### src/rtl/mult_prod_accumulator_pkg.sv
// Shared types and defaults for the product accumulator stage.
// Build option ACC_SATURATE_EN selects clamping instead of wrapping.
package mult_prod_accumulator_pkg;

    typedef enum logic [1:0] {
        IDLE  = 2'd0,
        ACCUM = 2'd1,
        HOLD  = 2'd2
    } acc_state_t;

    localparam int PROD_W_DEF  = 16;
    localparam int ACC_W_DEF   = 24;
    localparam int MAX_LEN_DEF = 256;

    // Width that can represent every beat count from 0 to max_len inclusive.
    function automatic int cnt_w(input int max_len);
        return $clog2(max_len + 1);
    endfunction

endpackage

### src/rtl/mult_prod_accumulator_add_sat.sv
// Combinational accumulate step: next sum and carry-out for one beat.
// ACC_SATURATE_EN clamps to all-ones on carry-out; otherwise wraps.
module acc_add_sat
    import mult_prod_accumulator_pkg::*;
#(
    parameter int PROD_W = PROD_W_DEF,
    parameter int ACC_W  = ACC_W_DEF
) (
    input  logic [ACC_W-1:0]  acc,
    input  logic [PROD_W-1:0] prod,
    input  logic              first,
    output logic [ACC_W-1:0]  sum,
    output logic              ovf
);

    logic [ACC_W:0] wide;

    always_comb begin
        // A first beat restarts the vector, so the old acc is ignored.
        if (first) begin
            wide = (ACC_W+1)'(prod);
        end else begin
            wide = {1'b0, acc} + (ACC_W+1)'(prod);
        end
        ovf = wide[ACC_W];
`ifdef ACC_SATURATE_EN
        sum = ovf ? '1 : wide[ACC_W-1:0];
`else
        sum = wide[ACC_W-1:0];
`endif
    end

endmodule

### src/rtl/mult_prod_accumulator.sv
// Sums streamed multiplier products into one result per vector.
// Overflow policy chosen by ACC_SATURATE_EN (see acc_add_sat).
module mult_prod_accumulator
    import mult_prod_accumulator_pkg::*;
#(
    parameter int PROD_W  = PROD_W_DEF,
    parameter int ACC_W   = ACC_W_DEF,
    parameter int MAX_LEN = MAX_LEN_DEF
) (
    input  logic                        clk,
    input  logic                        rst,
    input  logic                        in_valid,
    output logic                        in_ready,
    input  logic [PROD_W-1:0]           in_prod,
    input  logic                        in_last,
    output logic                        out_valid,
    input  logic                        out_ready,
    output logic [ACC_W-1:0]            out_sum,
    output logic [cnt_w(MAX_LEN)-1:0]   out_count,
    output logic                        out_ovf
);

    localparam int CW = cnt_w(MAX_LEN);

    acc_state_t     state;
    acc_state_t     state_nxt;
    logic [ACC_W-1:0] acc;
    logic [ACC_W-1:0] acc_nxt;
    logic [CW-1:0]  cnt;
    logic [CW-1:0]  cnt_nxt;
    logic           ovf;
    logic           ovf_nxt;
    logic           add_ovf;
    logic           first;
    logic           accept;
    logic           close;

    // HOLD only blocks input when the held result cannot leave this cycle.
    assign in_ready  = (state != HOLD) || out_ready;
    assign out_valid = (state == HOLD);
    assign accept    = in_valid && in_ready;
    assign first     = (state != ACCUM);

    acc_add_sat #(
        .PROD_W (PROD_W),
        .ACC_W  (ACC_W)
    ) u_add (
        .acc    (acc),
        .prod   (in_prod),
        .first  (first),
        .sum    (acc_nxt),
        .ovf    (add_ovf)
    );

    always_comb begin
        cnt_nxt = first ? CW'(1) : cnt + CW'(1);
        ovf_nxt = add_ovf | (ovf & ~first);
        close   = in_last || (cnt_nxt == CW'(MAX_LEN));
    end

    always_comb begin
        state_nxt = state;
        case (state)
            IDLE, ACCUM: begin
                if (accept) begin
                    state_nxt = close ? HOLD : ACCUM;
                end
            end
            HOLD: begin
                if (out_ready) begin
                    if (accept) begin
                        state_nxt = close ? HOLD : ACCUM;
                    end else begin
                        state_nxt = IDLE;
                    end
                end
            end
            default: state_nxt = IDLE;
        endcase
    end

    always_ff @(posedge clk) begin
        if (rst) begin
            state     <= IDLE;
            acc       <= '0;
            cnt       <= '0;
            ovf       <= 1'b0;
            out_sum   <= '0;
            out_count <= '0;
            out_ovf   <= 1'b0;
        end else begin
            state <= state_nxt;
            if (accept) begin
                acc <= acc_nxt;
                cnt <= cnt_nxt;
                ovf <= ovf_nxt;
                if (close) begin
                    out_sum   <= acc_nxt;
                    out_count <= cnt_nxt;
                    out_ovf   <= ovf_nxt;
                end
            end
        end
    end

endmodule

### config.mk
export PLATFORM = sky130hd
export DESIGN_NAME = mult_prod_accumulator
export DESIGN_NICKNAME = d
export VERILOG_FILES = /design/src/rtl/mult_prod_accumulator_pkg.sv /design/src/rtl/mult_prod_accumulator_add_sat.sv /design/src/rtl/mult_prod_accumulator.sv
export SDC_FILE = /design/constraint.sdc
export NUM_CORES = 1
export LEC_CHECK = 0
export BUFFER_PORTS_ARGS = -buffer_cell sky130_fd_sc_hd__buf_2
export CORE_MARGIN = 2
export CORE_UTILIZATION = 60
export CTS_CLUSTER_SIZE = 8
export DETAILED_ROUTE_END_ITERATION = 12
export PLACE_DENSITY = 0.93
export SYNTH_ARGS = -nofsm -noshare
export SYNTH_HDL_FRONTEND = slang
export SYNTH_SLANG_ARGS = --single-unit
### constraint.sdc
create_clock -name clk -period 7 [get_ports clk]
set_input_delay 1.4 -clock clk [delete_from_list [all_inputs] [get_ports clk]]
set_output_delay 1.4 -clock clk [all_outputs]
set_load 0.02 [all_outputs]
=== Yosys cells after proc, flatten, opt, wreduce, memory -nomap -nowiden ===
Index checks and enable logic that the tools add are counted.

* Register bits: 70
* Output and inout port bits: 36

* Eq/ne operators: 7
* Mux-type cells: 7
* Reductions and logical operators: 7
* $add $sub $neg: 2
* Bitwise operators: 3

{| class="wikitable"
|+ Operators with widths
! kind !! number
|-
| 24-bit by 16-bit adder with 25-bit output || 1
|-
| 25-bit two-way mux || 1
|-
| 9-bit by 1-bit adder with 9-bit output (second input constant) || 1
|-
| 9-bit equality test (second input constant) || 1
|-
| 9-bit two-way mux || 1
|-
| 2-bit two-way mux || 4
|-
| 2-bit by 1-bit != test with 1-bit output (second input constant) || 2
|-
| 2-bit != test (second input constant) || 2
|-
| 2-bit one-hot mux with 2 select lines || 1
|-
| 2-bit AND reduction || 2
|-
| 2-bit by 1-bit equality test with 1-bit output (second input constant) || 1
|-
| 2-bit equality test (second input constant) || 1
|-
| 2-bit zero test || 1
|-
| 1-bit logical OR || 2
|-
| 2-bit OR reduction || 1
|-
| 1-bit bitwise AND || 1
|-
| 1-bit logical AND || 1
|-
| 1-bit inverter || 1
|-
| 1-bit OR || 1
|}

=== Logic depth before layout (Yosys ltp) ===
Gate-level depths: netlist of the first run.

* Word-level depth: 8
* Depth in mapped cells: 11

=== Cells and area by module ===
Synthesis of the first run repeated with hierarchy kept, for this count alone.

* Cell total of the unflattened synthesis: 541
* Area, all modules: 4339.2 um2

{| class="wikitable"
|+ Modules (own cells, without submodules)
! module !! times used !! area each (um2) !! cells each
|-
| mult_prod_accumulator || 1 || 3059.2 || 355
|-
| acc_add_sat || 1 || 1280.0 || 186
|}

=== Worst setup path before layout of the first run ===
OpenSTA, ideal clock, no wires.

* Path kind: input to register
* From: in in_prod[0]
* To: reg ovf
* Stages on the path: 9
* Setup time: 0.137 ns
* Buffers on the path: 0
* Setup slack: 3.521 ns
* Data arrival time: 3.342 ns
* Path through: ha_1 -> fa_1 -> a211oi_1 -> o21bai_1 -> a31oi_1 -> o221ai_2 -> and4_1 -> a21oi_1 -> a211oi_1

* Cells in the longest elaborated chain, start to end: 3

{| class="wikitable"
|+ RTL lines
! element !! line !! source
|-
| start, declared || mult_prod_accumulator.sv:14 || <nowiki>input logic [PROD_W-1:0] in_prod,</nowiki>
|-
| 24-bit by 16-bit adder with 25-bit output || mult_prod_accumulator_add_sat.sv:23 || <nowiki>wide = {1'b0, acc} + (ACC_W+1)'(prod);</nowiki>
|-
| 25-bit two-way mux || mult_prod_accumulator_add_sat.sv:20 || <nowiki>if (first) begin</nowiki>
|-
| 1-bit OR || mult_prod_accumulator.sv:57 || <nowiki>ovf_nxt = add_ovf | (ovf & ~first);</nowiki>
|-
| end signal, assigned || mult_prod_accumulator.sv:96 || <nowiki>ovf <= ovf_nxt;</nowiki>
|-
| end, declared || mult_prod_accumulator.sv:31 || <nowiki>logic ovf;</nowiki>
|}

No other way between the ends.
A chain may end at the register's enable or synchronous reset.

=== Worst setup path after layout of the first run ===
* From: in in_prod[0]
* To: reg out_sum[20]

* Cells in the longest elaborated chain, start to end: 2

{| class="wikitable"
|+ RTL lines
! element !! line !! source
|-
| 24-bit by 16-bit adder with 25-bit output || mult_prod_accumulator_add_sat.sv:23 ||
|-
| 25-bit two-way mux || mult_prod_accumulator_add_sat.sv:20 ||
|-
| end signal, assigned || mult_prod_accumulator.sv:98 || <nowiki>out_sum <= acc_nxt;</nowiki>
|-
| end, declared || mult_prod_accumulator.sv:18 || <nowiki>output logic [ACC_W-1:0] out_sum,</nowiki>
|}

No other way between the ends.

==> impl_metrics.json, run 1 <==
{
  "instances_no_fill": 611,
  "finalClockSkew_ns": 0.008902,
  "start_util": 0.6236,
  "die_x_um": 85.47,
  "syn_inst": 489,
  "area_growth_pct": 11.03,
  "clock-root-buffer": "clkbuf_8",
  "setup_viol": 0,
  "layout.nets": 568,
  "cts-resized-gates": 0,
  "p_per_area_mw_per_mm2": 208.0,
  "via_per_inst": 6.344,
  "timing.final.hold_violations": 0,
  "crit_type": "input pin to flip-flop",
  "finalWirelength_mm": 9.687,
  "ctsHoldBuffers": 0,
  "dp_hpwl_mm": 6.617,
  "seqPwrFrac": 0.460,
  "drt_first_pass_iters": 4,
  "ant_nets": 0,
  "path_clk_slew_ns": 0.07,
  "rsz0062_at_grt": "false",
  "hold_start": "out_count[6]",
  "gp_congestion": 0.8748,
  "ir_drop_uv": 133.4,
  "rows": 29,
  "worst_ep_arrival_time_ns": 3.83,
  "synth_area_sq_mm": 0.003983,
  "worstPathMaxFanout": 8,
  "comb_power_share": 0.199,
  "synthesis.nets": 528,
  "yosys_warnings": 0,
  "cts_buffers": 9,
  "hp-class": "flip-flop to flip-flop",
  "port_buffers": 56,
  "tightest_slew_ns": 0.9959,
  "ioPinCount": 57,
  "cp.required_ns": 7.24,
  "fin_crit_sh": 0.5125,
  "initialDrtViolationCount": 307,
  "crit_path_start_kind": "input pin",
  "syn_area_per_cell_sq_um": 8.144,
  "synth_edf_count": 0,
  "slew_headroom": 0.3345,
  "post-route-drc-count": 0,
  "yosysUniqueCellTypes": 55,
  "track_usage": 0.2693,
  "antenna_cells": 0,
  "cap_violations": 0,
  "dieArea_sq_mm": 0.007305,
  "wl_per_cell_um": 15.85,
  "grt_pass1_vias": 3624,
  "grt_pass1_wl_mm": 16.10,
  "drive_gt1_frac": 0.1592,
  "ys_seq_area_frac": 0.3519,
  "vias": 3876,
  "synth_seq_cells": 70,
  "core_sq_mm": 0.006386,
  "htree_num_levels": 3,
  "fin_setup_tns_ns": 0,
  "status": "completed",
  "cp-end-kind": "flip-flop",
  "max_freq_mhz": 278.8,
  "clockBufferDepth": 2,
  "p_sw_frac": 0.2997,
  "synth_ff_type": "dfxtp_1",
  "grt-ovfl-total": 0,
  "leakagePower_nw": 1.858,
  "die_y_um": 85.47,
  "synth_async_sr_flop_share": 0,
  "startpoint": "in_prod[0]",
  "n_fill_cell": 530,
  "cts_tree": "yes",
  "intPower_w": 0.0006440,
  "antenna_found_initial": 0,
  "p_clk_frac": 0.340,
  "grt_max_degree": 74,
  "clock_sinks": 70,
  "drv_slew": 0,
  "switchingPower_w": 0.0002756,
  "worstSkewPairLatency_ns": 0.35,
  "cts_setup_buffers": 0,
  "placed_cells": 595,
  "fin_crit_ns": 3.587,
  "reg2reg_from": "cnt[0]"
}
-- placed cells by master, fill, tap and decap left out, types with 5 or more instances in the layout --
cell	count
dfxtp_1	70
nor2_1	62
buf_2	56
nand2_1	41
a21oi_1	39
a211oi_1	25
nand3_1	20
o21ai_0	17
ha_1	17
xor2_1	15
nor3_1	14
inv_1	11
a21o_1	11
or3_1	10
mux2i_1	10
clkbuf_8	9
and3_1	8
xnor2_1	8
a31oi_1	7
a311oi_1	7
o32ai_1	6
nor2b_1	5
nor3b_1	5
-- critical path, stage by stage --
cell,delay (ns)
buf_2,0.11
ha_1,0.23
fa_1,0.43
a211oi_1,0.28
o21bai_1,0.17
a31oi_1,0.38
o221ai_2,0.29
nand3_1,0.23
xor2_1,0.08
o41ai_1,0.23
-- final cells by class --
type                    instances  area, sq um  share of cell area
multi-input cells             377         2391              0.5407
inverters                      11        41.29            0.009338
repair buffers                 60        310.3             0.07018
flip-flops and latches         70         1401              0.3169
clock buffers                  11        131.4             0.02971
clock inverters                 5        50.05             0.01132
well taps                      77        96.34             0.02179
-- stage by stage --
stage	setup WS (ns)	util	power, W	instance area (sq um)	hold slack, ns
finish	3.413	0.6924	0.0009196	4422	0.4497
global route	3.220	0.6924	0.0009545	4422	0.4715
CTS	3.440	0.6924	0.0009183	4422	0.4504
detailed placement	3.089	0.6640	0.0006112	4240	0.4401
global placement	3.175	0.6640	0.0006039	4240	0.4407
floorplan	3.521	-	0.0005675	3983	0.4488
-- final timing paths --
check	end	cells after the start	slack (ns)
max	out_sum[20]	10	3.41
min	out_count[6]	2	0.45
max reg2reg	out_count[3]	8	4.18
min reg2reg	out_count[6]	2	0.45
-- power groups by stage --
| stage | logic [W] | registers [W] | clock network (W) |
|---|---|---|---|
| finish | 0.000183 | 0.000423 | 0.000313 |
| global placement | 0.000173 | 0.000431 | 0 |
| CTS | 0.000181 | 0.000423 | 0.000315 |
| floorplan | 0.000131 | 0.000437 | 0 |
| detailed placement | 0.000179 | 0.000432 | 0 |
| global route | 0.000201 | 0.000425 | 0.000329 |
-- cell usage after synthesis, types with 2 or more instances --
cell type / number / share of area
clkbuf_1: 16 / 0.015
buf_1: 3 / 0.0028
ha_1: 17 / 0.053
a31o_2: 3 / 0.0066
nand2b_1: 4 / 0.0063
a311oi_1: 7 / 0.015
nand2_1: 41 / 0.039
nor3_1: 14 / 0.018
nor2_1: 62 / 0.058
nor2b_1: 5 / 0.0079
xor2_1: 15 / 0.033
a211oi_1: 25 / 0.047
a31oi_1: 7 / 0.011
or3_1: 10 / 0.016
mux2i_1: 10 / 0.025
o21bai_1: 3 / 0.0057
nor3b_1: 5 / 0.0094
buf_6: 2 / 0.0057
a21oi_1: 39 / 0.049
o32ai_1: 6 / 0.013
and4_1: 2 / 0.0044
dfxtp_1: 70 / 0.35
xnor2_1: 8 / 0.018
nand4_1: 4 / 0.0063
o21ai_0: 17 / 0.021
nand3b_1: 4 / 0.0075
and2_1: 4 / 0.0063
and3b_1: 2 / 0.0044
nand3_1: 20 / 0.025
buf_4: 2 / 0.0038
a211o_1: 2 / 0.0044
o21a_1: 2 / 0.0038
a21o_1: 11 / 0.021
inv_1: 11 / 0.010
buf_2: 7 / 0.0088
o41ai_1: 3 / 0.0066
and3_1: 8 / 0.013
-- sequential cells by signal, summed over array words and instances (netlist names) --
| name | cells |
|---|---|
| acc | 24 |
| cnt | 9 |
| out_count | 9 |
| out_ovf | 1 |
| out_sum | 24 |
| ovf | 1 |
| state | 2 |
-- routing by layer --
layer	GRT usage	vias up	wire, um
li1	-	1855	-
met3	0.03891	26	699
met4	0.1429	0	194
met1	0.3366	1807	4157
met5	0	-	0
met2	0.4489	188	4636
-- cells by family (layout without fill, tap and decap cells) --
family / count (synthesis) / in the layout / share of synthesized area
AO/OA/AOI/OAI: 131 / 131 / 0.2227
XOR/XNOR: 23 / 23 / 0.05058
multiplexers: 11 / 11 / 0.02796
AND/OR/NAND/NOR: 194 / 194 / 0.2407
adder cells (fa/ha/maj): 18 / 18 / 0.05843
buffers and inverters: 42 / 87 / 0.04775
flip-flops: 70 / 70 / 0.3519
No activity file was read; power rests on OpenSTA's default activity.
==> run 2: changes to the inputs <==
- CORE_UTILIZATION: 60 -> 52
- PLACE_DENSITY: 0.93 -> 0.86
- clock period: 7 -> 3 ns (I/O delays scaled with it)
==> run 2 against run 1 <==
Effect of this change: first-iteration DRC count is 4.9% higher; clock-buffer cell count stayed put; cell count increased by 4.4%; die area grew 15%; flip-flop and latch count unchanged; critical path depth unchanged; global-route usage decreased by 2.9 points; worst setup slack worse by 3.1 ns; non-clock buffer count increased by 6.
==> impl_metrics.json, run 2 (synthesis gave the netlist of run 1 again) <==
{
  "grt-ovfl-total": 0,
  "seqPwrFrac": 0.468,
  "start_util": 0.5433,
  "most-common-layout-cells": "dfxtp_1 (70), nor2_1 (62), buf_2 (56)",
  "reg2reg_depth": 9,
  "p_sw_frac": 0.3124,
  "drv_slew": 0,
  "p_per_area_mw_per_mm2": 468.0,
  "finalWirelength_mm": 9.829,
  "grt_pass1_wl_mm": 16.66,
  "die_y_um": 91.52,
  "initialDrtViolationCount": 322,
  "fin_setup_tns_ns": 0,
  "rsz0062_at_grt": "false",
  "ff2ff_setup_slack_ns": 0.40,
  "ctsHoldBuffers": 0,
  "cts_tree": "yes",
  "ir_drop_uv": 216.3,
  "rows": 31,
  "clockBufferDepth": 2,
  "worst_ep_arrival_time_ns": 2.90,
  "fin_crit_ns": 2.648,
  "cp.required_ns": 3.25,
  "via_per_inst": 5.953,
  "layout.nets": 574,
  "drt_first_pass_iters": 6,
  "clock_sinks": 70,
  "worstPathMaxFanout": 8,
  "vias": 3798,
  "reg_top3": "acc x24, out_sum x24",
  "finalClockSkew_ns": 0.01265,
  "cp-end-kind": "flip-flop",
  "fin_crit_sh": 0.8827,
  "setup_viol": 0,
  "die_x_um": 91.52,
  "grt_pass1_vias": 3562,
  "cts-resized-gates": 0,
  "comb_power_share": 0.209,
  "cap_violations": 0,
  "port_buffers": 56,
  "switchingPower_w": 0.0006584,
  "min_delay_path_depth": 2,
  "intPower_w": 0.001449,
  "min_to": "out_count[5]",
  "post-route-drc-count": 0,
  "leakagePower_nw": 1.888,
  "grt_max_degree": 46,
  "timing.final.hold_violations": 0,
  "crit_type": "input pin to flip-flop",
  "reg2reg_to": "out_sum[20]",
  "reg2reg_from": "acc[0]",
  "setup_slack_ns": 0.3518,
  "hold_start": "out_count[5]",
  "htree_num_levels": 3,
  "tightest_slew_ns": 0.5964,
  "wl_per_cell_um": 15.41,
  "dp_hpwl_mm": 6.932,
  "max_freq_mhz": 377.6,
  "ioPinCount": 57,
  "pre_cts_slack_ns": 0.03467,
  "antenna_found_initial": 0,
  "hp-class": "flip-flop to flip-flop",
  "track_usage": 0.2406,
  "cts_buffers": 9,
  "antenna_cells": 0,
  "worstSkewPairLatency_ns": 0.36,
  "mostFrequentLayoutCell": "dfxtp_1",
  "ant_nets": 0,
  "cts_setup_buffers": 0,
  "slew_headroom": 0.6024,
  "path_clk_slew_ns": 0.07,
  "core_sq_mm": 0.007331,
  "area_growth_pct": 13.07,
  "power.total_w": 0.002107,
  "crit_path_start_kind": "input pin",
  "gp_congestion": 0.9579,
  "drive_gt1_frac": 0.1688,
  "instances_no_fill": 638,
  "hold_ws_ns": 0.4534,
  "dieArea_sq_mm": 0.008375,
  "p_clk_frac": 0.323,
  "status": "completed",
  "placed_cells": 623,
  "clock-root-buffer": "clkbuf_8"
}
## run 2: worst max path at each step
stage	start	depth (start not counted)	slack (ns)	end
final	in_prod[0]	10	0.35	out_sum[20]
after global routing	cnt[0]	9	0.21	out_sum[14]
after CTS	in_prod[0]	10	0.42	out_sum[20]
after detailed placement	in_prod[0]	10	0.03	out_sum[20]
after global placement	in_prod[0]	10	0.13	ovf
after floorplan	in_prod[0]	9	0.32	ovf
## run 2: worst max-delay path, stage by stage
cell and delay (ns):
buf_2 0.11, ha_1 0.22, fa_1 0.44, a211oi_1 0.31
o21bai_1 0.17, a31oi_1 0.27, o221ai_2 0.25, nand3_1 0.20
xor2_1 0.08, o41ai_1 0.25
## run 2: metrics by stage
step | instance area, sq um | utilization
after floorplan | 3983 | -
after global placement | 4338 | 0.5917
after detailed placement | 4338 | 0.5917
after CTS | 4503 | 0.6143
after global routing | 4503 | 0.6143
final | 4503 | 0.6143
## run 2: power by group through the flow
stage	sequential (W)	clock [W]	combinational [W]
floorplan	0.00102	0	0.000305
detailed placement	0.00101	0	0.000431
global route	0.000991	0.000714	0.000487
finish	0.000987	0.000680	0.000440
CTS	0.000987	0.000684	0.000433
global placement	0.00101	0	0.000417
## run 2: layout make-up
cell class | instances | area, sq um
fillers | 646 | 2828
clock buffers | 11 | 141.4
well taps | 99 | 123.9
flip-flops and latches | 70 | 1401
clock inverters | 4 | 23.77
multi-input cells | 377 | 2391
inverters | 11 | 41.29
repair buffers | 66 | 380.4
## run 2: routing by layer
metal / vias to the layer above / track usage / wire length [um]
met5: - / 0 / 0
met4: 0 / 0.09470 / 186
met3: 19 / 0.03402 / 643
met2: 133 / 0.3952 / 4644
met1: 1784 / 0.3177 / 4356
li1: 1862 / - / -
